File: src/rtl/order_queue_display.sv
// order_queue_display
//   Holds up to N_ORDERS live kitchen orders. Each order has a dish type and a
//   countdown timer in seconds. Timers age on a once-per-second tick, and
//   timeouts are reported to game logic. One card is drawn per slot: the dish
//   sprite, with a countdown bar under it. The bar shrinks as time runs out
//   and flashes red when time is low.
//
// Ports
//   pixel_clk_in     pixel clock (sole clock)
//   rst_n_in         asynchronous active-low reset
//   hcount_in        current pixel x
//   vcount_in        current pixel y
//   sec_tick_in      one-cycle pulse, once per second
//   new_valid_in     new order request
//   new_ready_out    high while at least one slot is free
//   new_dish_in      dish index of the new order
//   new_time_in      starting seconds of the new order (0 is loaded as 1)
//   serve_valid_in   order served pulse
//   serve_slot_in    index of the slot being served
//   active_out       per-slot occupied flags
//   expire_mask_out  one-cycle pulse per slot that timed out
//   sprite_addr_out  {dish, row, col} address to the sprite ROM
//   sprite_pix_in    sprite ROM data for the registered address
//   pixel_out        rendered colour, 0 outside cards (2-cycle latency)
module order_queue_display #(
  parameter int          N_ORDERS    = 4,
  parameter int          DISH_W      = 2,
  parameter int          TIME_W      = 5,
  parameter int          SPRITE_W    = 32,
  parameter logic [9:0]  X0          = 10'd8,
  parameter logic [8:0]  Y0          = 9'd8,
  parameter int          GAP         = 8,
  parameter int          BAR_H       = 4,
  parameter int          LOW_TIME    = 5,
  parameter logic [11:0] TRANSPARENT = 12'h000,
  localparam int         LOG_S       = $clog2(SPRITE_W),
  localparam int         ADDR_W      = DISH_W + 2 * LOG_S
) (
  input  logic                pixel_clk_in,
  input  logic                rst_n_in,
  input  logic [9:0]          hcount_in,
  input  logic [8:0]          vcount_in,
  input  logic                sec_tick_in,
  input  logic                new_valid_in,
  output logic                new_ready_out,
  input  logic [DISH_W-1:0]   new_dish_in,
  input  logic [TIME_W-1:0]   new_time_in,
  input  logic                serve_valid_in,
  input  logic [2:0]          serve_slot_in,
  output logic [N_ORDERS-1:0] active_out,
  output logic [N_ORDERS-1:0] expire_mask_out,
  output logic [ADDR_W-1:0]   sprite_addr_out,
  input  logic [11:0]         sprite_pix_in,
  output logic [11:0]         pixel_out
);

  localparam int SLOT_W = (N_ORDERS > 1) ? $clog2(N_ORDERS) : 1;

  localparam logic [TIME_W-1:0] ONE_T   = TIME_W'(1);
  localparam logic [TIME_W-1:0] LOW_T   = TIME_W'(LOW_TIME);
  localparam logic [10:0]       SPR11   = 11'(SPRITE_W);
  localparam logic [10:0]       Y_TOP   = 11'(Y0);
  localparam logic [10:0]       BAR_TOP = 11'(Y0) + 11'(SPRITE_W) + 11'd2;
  localparam logic [10:0]       BAR_H11 = 11'(BAR_H);

  typedef enum logic [1:0] {
    HIT_NONE,
    HIT_SPRITE,
    HIT_BAR
  } hit_t;

  // Slot state
  logic [N_ORDERS-1:0] active_q, active_d;
  logic [N_ORDERS-1:0] expire_q, expire_d;
  logic [TIME_W-1:0]   timer_q [N_ORDERS];
  logic [TIME_W-1:0]   timer_d [N_ORDERS];
  logic [DISH_W-1:0]   dish_q  [N_ORDERS];
  logic [DISH_W-1:0]   dish_d  [N_ORDERS];
  logic                flash_q, flash_d;
  logic [N_ORDERS-1:0] serve_hit;
  logic                alloc_done;

  // Render pipeline
  hit_t              hit_type_q, hit_type_d;
  logic [SLOT_W-1:0] hit_slot_q, hit_slot_d;
  logic [ADDR_W-1:0] addr_q, addr_d;
  logic [11:0]       pix_q, pix_d;
  logic [10:0]       hx, vy, card_x, bar_w;

  // Bar length in pixels: timer scaled onto the card width.
  // Any live timer is shown at least 1 px wide, so it never vanishes early.
  function automatic logic [10:0] bar_width(input logic [TIME_W-1:0] t);
    int w;
    w = (32'(t) * SPRITE_W) >> TIME_W;
    if ((t != '0) && (w == 0)) w = 1;
    return 11'(w);
  endfunction

  assign new_ready_out   = |(~active_q);
  assign active_out      = active_q;
  assign expire_mask_out = expire_q;
  assign sprite_addr_out = addr_q;
  assign pixel_out       = pix_q;

  assign hx = {1'b0, hcount_in};
  assign vy = {2'b0, vcount_in};

  always_comb begin
    serve_hit = '0;
    for (int i = 0; i < N_ORDERS; i++) begin
      serve_hit[i] = serve_valid_in && ({1'b0, serve_slot_in} == 4'(i)) && active_q[i];
    end
  end

  // Every decision looks only at active_q, so a slot freed this cycle
  // (by serve or by expiry) is not reused until the next cycle.
  // A serve takes priority over a tick expiry, so a served slot never
  // raises an expire pulse.
  always_comb begin
    active_d   = active_q;
    timer_d    = timer_q;
    dish_d     = dish_q;
    expire_d   = '0;
    flash_d    = flash_q ^ sec_tick_in;
    alloc_done = 1'b0;
    for (int i = 0; i < N_ORDERS; i++) begin
      if (active_q[i]) begin
        if (serve_hit[i]) begin
          active_d[i] = 1'b0;
          timer_d[i]  = '0;
        end else if (sec_tick_in) begin
          if (timer_q[i] > ONE_T) begin
            timer_d[i] = timer_q[i] - ONE_T;
          end else begin
            active_d[i] = 1'b0;
            timer_d[i]  = '0;
            expire_d[i] = 1'b1;
          end
        end
      end else if (new_valid_in && !alloc_done) begin
        alloc_done  = 1'b1;
        active_d[i] = 1'b1;
        dish_d[i]   = new_dish_in;
        timer_d[i]  = (new_time_in == '0) ? ONE_T : new_time_in;
      end
    end
  end

  always_ff @(posedge pixel_clk_in or negedge rst_n_in) begin
    if (!rst_n_in) begin
      active_q <= '0;
      expire_q <= '0;
      flash_q  <= 1'b0;
      for (int i = 0; i < N_ORDERS; i++) begin
        timer_q[i] <= '0;
        dish_q[i]  <= '0;
      end
    end else begin
      active_q <= active_d;
      expire_q <= expire_d;
      flash_q  <= flash_d;
      timer_q  <= timer_d;
      dish_q   <= dish_d;
    end
  end

  // Stage 1: find which card (if any) the beam is over, and form the ROM
  // address. Cards never overlap, so the first match is the only match.
  always_comb begin
    hit_type_d = HIT_NONE;
    hit_slot_d = '0;
    addr_d     = '0;
    card_x     = '0;
    bar_w      = '0;
    for (int i = 0; i < N_ORDERS; i++) begin
      card_x = 11'(X0) + 11'(i * (SPRITE_W + GAP));
      bar_w  = bar_width(timer_q[i]);
      if (hit_type_d == HIT_NONE) begin
        if ((hx >= card_x) && (hx < card_x + SPR11) &&
            (vy >= Y_TOP) && (vy < Y_TOP + SPR11)) begin
          hit_type_d = HIT_SPRITE;
          hit_slot_d = SLOT_W'(i);
          addr_d     = {dish_q[i], LOG_S'(vy - Y_TOP), LOG_S'(hx - card_x)};
        end else if ((hx >= card_x) && (hx < card_x + bar_w) &&
                     (vy >= BAR_TOP) && (vy < BAR_TOP + BAR_H11)) begin
          hit_type_d = HIT_BAR;
          hit_slot_d = SLOT_W'(i);
        end
      end
    end
  end

  // Stage 2: colour the pixel. Slot state is read live here, so an order
  // served or expired mid-frame disappears from the next pixel onward.
  always_comb begin
    pix_d = '0;
    for (int i = 0; i < N_ORDERS; i++) begin
      if ((hit_slot_q == SLOT_W'(i)) && active_q[i]) begin
        if (hit_type_q == HIT_SPRITE) begin
          pix_d = (sprite_pix_in == TRANSPARENT) ? 12'h000 : sprite_pix_in;
        end else if (hit_type_q == HIT_BAR) begin
          if (timer_q[i] > LOW_T) pix_d = 12'h0F0;
          else                    pix_d = flash_q ? 12'hF00 : 12'h400;
        end
      end
    end
  end

  always_ff @(posedge pixel_clk_in or negedge rst_n_in) begin
    if (!rst_n_in) begin
      hit_type_q <= HIT_NONE;
      hit_slot_q <= '0;
      addr_q     <= '0;
      pix_q      <= '0;
    end else begin
      hit_type_q <= hit_type_d;
      hit_slot_q <= hit_slot_d;
      addr_q     <= addr_d;
      pix_q      <= pix_d;
    end
  end

endmodule
File: config.mk
export PLATFORM = sky130hd
export DESIGN_NAME = order_queue_display
export DESIGN_NICKNAME = d
export VERILOG_FILES = /design/src/rtl/order_queue_display.sv
export SDC_FILE = /design/constraint.sdc
export NUM_CORES = 1
export LEC_CHECK = 0
export BUFFER_PORTS_ARGS = -buffer_cell sky130_fd_sc_hd__buf_2
export CAP_MARGIN = 5
export CORE_ASPECT_RATIO = 0.75
export CORE_UTILIZATION = 40
export CTS_CLUSTER_SIZE = 16
export DETAILED_ROUTE_END_ITERATION = 12
export MAX_ROUTING_LAYER = met4
export PLACE_DENSITY = 0.65
export SYNTH_ARGS = -nofsm -noshare
export SYNTH_HDL_FRONTEND = slang
export SYNTH_SLANG_ARGS = --single-unit
File: constraint.sdc
create_clock -name pixel_clk_in -period 2.6 [get_ports pixel_clk_in]
set_input_delay 0.13 -clock pixel_clk_in [delete_from_list [all_inputs] [get_ports pixel_clk_in]]
set_output_delay 0.13 -clock pixel_clk_in [all_outputs]
set_load 0.03 [all_outputs]
==> impl_metrics.env <==
export IMPL_period_share_pct=94.07
export IMPL_routed_wl_um=11560
export IMPL_cts_buffers=9
export IMPL_avgSynthCellArea_sq_um=9.163
export IMPL_hold_viol=6
export IMPL_row_count=31
export IMPL_fillers=934
export IMPL_maxCapViolCount=0
export IMPL_ys_top_cells_by_area="dfrtp_1 (39%), ha_1 (11%), o21ai_0 (6.4%), inv_1 (3.2%), nor2_1 (3.2%)"
export IMPL_synthDistinctLibCells=60
export IMPL_yosys_area_top_type="dfrtp_1"
export IMPL_fmax_ghz=0.4089
export IMPL_die_area_sq_mm=0.01084
export IMPL_cp_max_fo=9
export IMPL_worstSetupStartpointType="flip-flop"
export IMPL_drt_iter0_drc=341
export IMPL_rsz0062_at_grt="no"
export IMPL_pin_count=79
export IMPL_synth_top_area_share_pct=39.02
export IMPL_drive_above_1_share_pct=23.51
export IMPL_syn_to_final_growth_pct=23.17
export IMPL_final_cells=685
export IMPL_wire_per_inst_um=16.88
export IMPL_syn_nets=536
export IMPL_dp_hpwl_um=8787
export IMPL_gp_congestion=0.9166
export IMPL_end_kind="flip-flop"
export IMPL_synth_common_cells="dfrtp_1 (65), o21ai_0 (53), inv_1 (36)"
export IMPL_synth_most_common_cell="dfrtp_1"
export IMPL_utilization_pct=51.92
export IMPL_failed_checks="hold timing"
export IMPL_combinationalPowerShare_pct=42.9
export IMPL_grt_pass1_vias=3778
export IMPL_slowest_stage="a2111oi_4"
export IMPL_p_sw_uw=2072
export IMPL_finalSetupViolations=0
export IMPL_ff_latch_area_sq_mm=0.001627
export IMPL_clk_latency_ns=0.34
export IMPL_p_per_area_mw_per_mm2=987.2
export IMPL_drc_errors=0
export IMPL_num_vias=3964
export IMPL_ant_nets=0
export IMPL_clkSinkCount=65
export IMPL_firstDrtPassIters=5
export IMPL_diodes=0
export IMPL_clockPowerShare_pct=25.4
export IMPL_grt_overflow=0
export IMPL_clk_pin_slew_worst_paths_ns=0.06
export IMPL_multi_input_area_sq_mm=0.002380
export IMPL_grt_pass1_wl_um=18900
export IMPL_holdWs_ns=-0.01147
export IMPL_synth_edff_count=0
export IMPL_leakagePower_uw=0.002434
export IMPL_synth_area_sq_mm=0.004169
export IMPL_start_util_pct=42.15
export IMPL_crit_path_max_incr_delay_ns=0.37
export IMPL_htree_levels=3
export IMPL_dp_cells=665
export IMPL_cp_required_ns=2.82
export IMPL_core_area_sq_mm=0.009891
export IMPL_synth_ff_type="dfrtp_1"
export IMPL_p_int_uw=2997
export IMPL_die_width_um=119.9
export IMPL_post_dp_cell_area_sq_mm=0.004762
export IMPL_outcome="finished, violations left"
export IMPL_viasPerCell=5.787
export IMPL_fin_area_sq_mm=0.005135
export IMPL_tightest_slew_ns=0.8575
export IMPL_netSwitchingFraction_pct=40.88
export IMPL_yosysWarnings=0
export IMPL_path_buf_inv=3
export IMPL_seq_power_share_pct=31.7
export IMPL_slew_viol_final=0
export IMPL_die_h_um=90.42
export IMPL_fin_skew_ns=0.005934
export IMPL_ys_ff_latch=65
export IMPL_ctsRootBufferMaster="clkbuf_16"
export IMPL_clock_path_buffers=2
export IMPL_grt_usage_pct=22.95
export IMPL_grt_max_degree=66
export IMPL_cts_post_setup_buffers_inserted=0
export IMPL_min_path_type="in2async"
export IMPL_async_reset_ff_share_pct=100.0
export IMPL_vdd_drop_max_mv=0.3469
export IMPL_min_period_ns=2.446
export IMPL_ys_seq_area_share_pct=39.02
export IMPL_cp_arrival_ns=2.67
export IMPL_setup_worst_path_class="reg2reg"
export IMPL_grt_antenna_before_repair=0
export IMPL_crit_family="compound AO/OA/AOI/OAI gates"
export IMPL_cts_tree="done"
export IMPL_syn_inst=455
export IMPL_portBuffers=78
export IMPL_path_cells="inv_1 -> ha_1 -> inv_1 -> ha_1 -> a21o_1 -> a2111oi_4 -> a31oi_4 -> nor4_4 -> buf_4 -> nor2b_1"
export IMPL_fin_nets=629
export IMPL_relSlewSlack_pct=42.83
export IMPL_setup_tns_ns=0
==> flip-flops by register name (all words and copies together) (netlist names) <==
name,cells
sprite_addr_out,12
active_out,4
dish_q,8
flash_q,1
hit_slot_q,2
expire_mask_out,4
pixel_out,12
timer_q,20
hit_type_q,2
==> layout make-up <==
class,instances,share of cell area (%)
Clock inverter,6,1.608
Tap cell,132,3.216
Clock buffer,10,4.459
Sequential cell,65,31.68
Inverter,37,2.705
Multi-Input combinational cell,342,46.35
Timing Repair Buffer,93,9.990
==> power groups by stage <==
stage               sequential, uW  combinational, uW  clock (uW)
floorplan                     1570               1490           0
global placement              1600               2050           0
detailed placement            1610               2130           0
CTS                           1590               2140        1310
global route                  1650               2440        1350
finish                        1610               2180        1290
==> per-stage QoR <==
stage | worst slack [ns] | power [uW] | hold slack (ns)
after floorplan | 0.1190 | 3056 | -0.1656
after global placement | 0.1578 | 3643 | 0.3265
after detailed placement | 0.07077 | 3738 | 0.3272
after CTS | 0.06511 | 5050 | 0.003586
after global routing | 0.02953 | 5442 | 0.01213
final | 0.1543 | 5069 | -0.01147
==> final timing paths <==
path	startpoint	endpoint	cells after the start	slack, ns
max in group asynchronous	rst_n_in	pixel_out[2]	2	2.05
worst min-delay path	rst_n_in	sprite_addr_out[6]	2	-0.01
worst max register to register	timer_q[18]	sprite_addr_out[5]	10	0.15
worst min register to register	dish_q[0]	sprite_addr_out[10]	2	0.49
worst max-delay path	timer_q[18]	sprite_addr_out[5]	10	0.15
min in group pixel_clk_in	sprite_pix_in[11]	pixel_out[11]	2	0.01
==> layout by cell type (no fill, tap or decap), types with 3 or more instances in the layout <==
master / netlist / final
buf_2: 3 / 78
dfrtp_1: 65 / 65
o21ai_0: 53 / 53
inv_1: 36 / 36
nor2_1: 35 / 35
ha_1: 35 / 35
nand2_1: 25 / 25
a21oi_1: 22 / 22
o22ai_1: 16 / 16
nor2b_1: 15 / 15
nor3_1: 13 / 13
and2_1: 11 / 11
buf_4: 0 / 11
clkbuf_16: 0 / 9
mux2_2: 8 / 8
nand3_1: 7 / 7
o21a_1: 7 / 7
nand4_1: 6 / 6
nand2b_1: 6 / 6
a22o_1: 5 / 5
nand3b_1: 4 / 4
o21ai_1: 4 / 4
nor3b_1: 4 / 4
or2_2: 4 / 4
a31oi_1: 4 / 4
dlygate4sd3_1: 0 / 4
xor2_1: 3 / 3
nor4_1: 3 / 3
a211o_1: 3 / 3
a41oi_1: 3 / 3
a221oi_1: 3 / 3
a22oi_1: 3 / 3
a32oi_1: 3 / 3
clkinv_2: 0 / 3
==> worst register-to-register path: stages (launching register included) <==
cell       delay (ns)
dfrtp_1          0.36
inv_1            0.05
ha_1             0.27
inv_1            0.04
ha_1             0.28
a21o_1           0.21
a2111oi_4        0.37
a31oi_4          0.19
nor4_4           0.29
buf_4            0.21
nor2b_1          0.06
==> repair_timing <==
item | CTS | global route
endpoints found under the hold margin | 3 | 1
hold buffers | 3 | 1
endpoints found under the setup margin | 0 | 11
resized for setup | 0 | 2
==> layer usage <==
| layer | track usage (%) | routed length, um |
|---|---|---|
| met1 | 31.19 | 5217 |
| met3 | 5.808 | 942 |
| met4 | 7.604 | 187 |
| met2 | 33.19 | 5213 |
| met5 | - | 0 |
==> logic make-up (layout without fill, tap and decap cells) <==
| logic type | count (synthesis) | in the layout | share of synthesized area (%) |
|---|---|---|---|
| AOI/OAI and AO/OA | 150 | 150 | 23.65 |
| and+or+nand+nor | 146 | 146 | 19.63 |
| DFF | 65 | 65 | 39.02 |
| buffers and inverters | 48 | 146 | 4.412 |
| adders and majority gates | 35 | 35 | 10.50 |
| muxes | 8 | 8 | 2.161 |
| xor gates and xnor gates | 3 | 3 | 0.6304 |
Note: power is estimated with default switching activity, not from simulation.
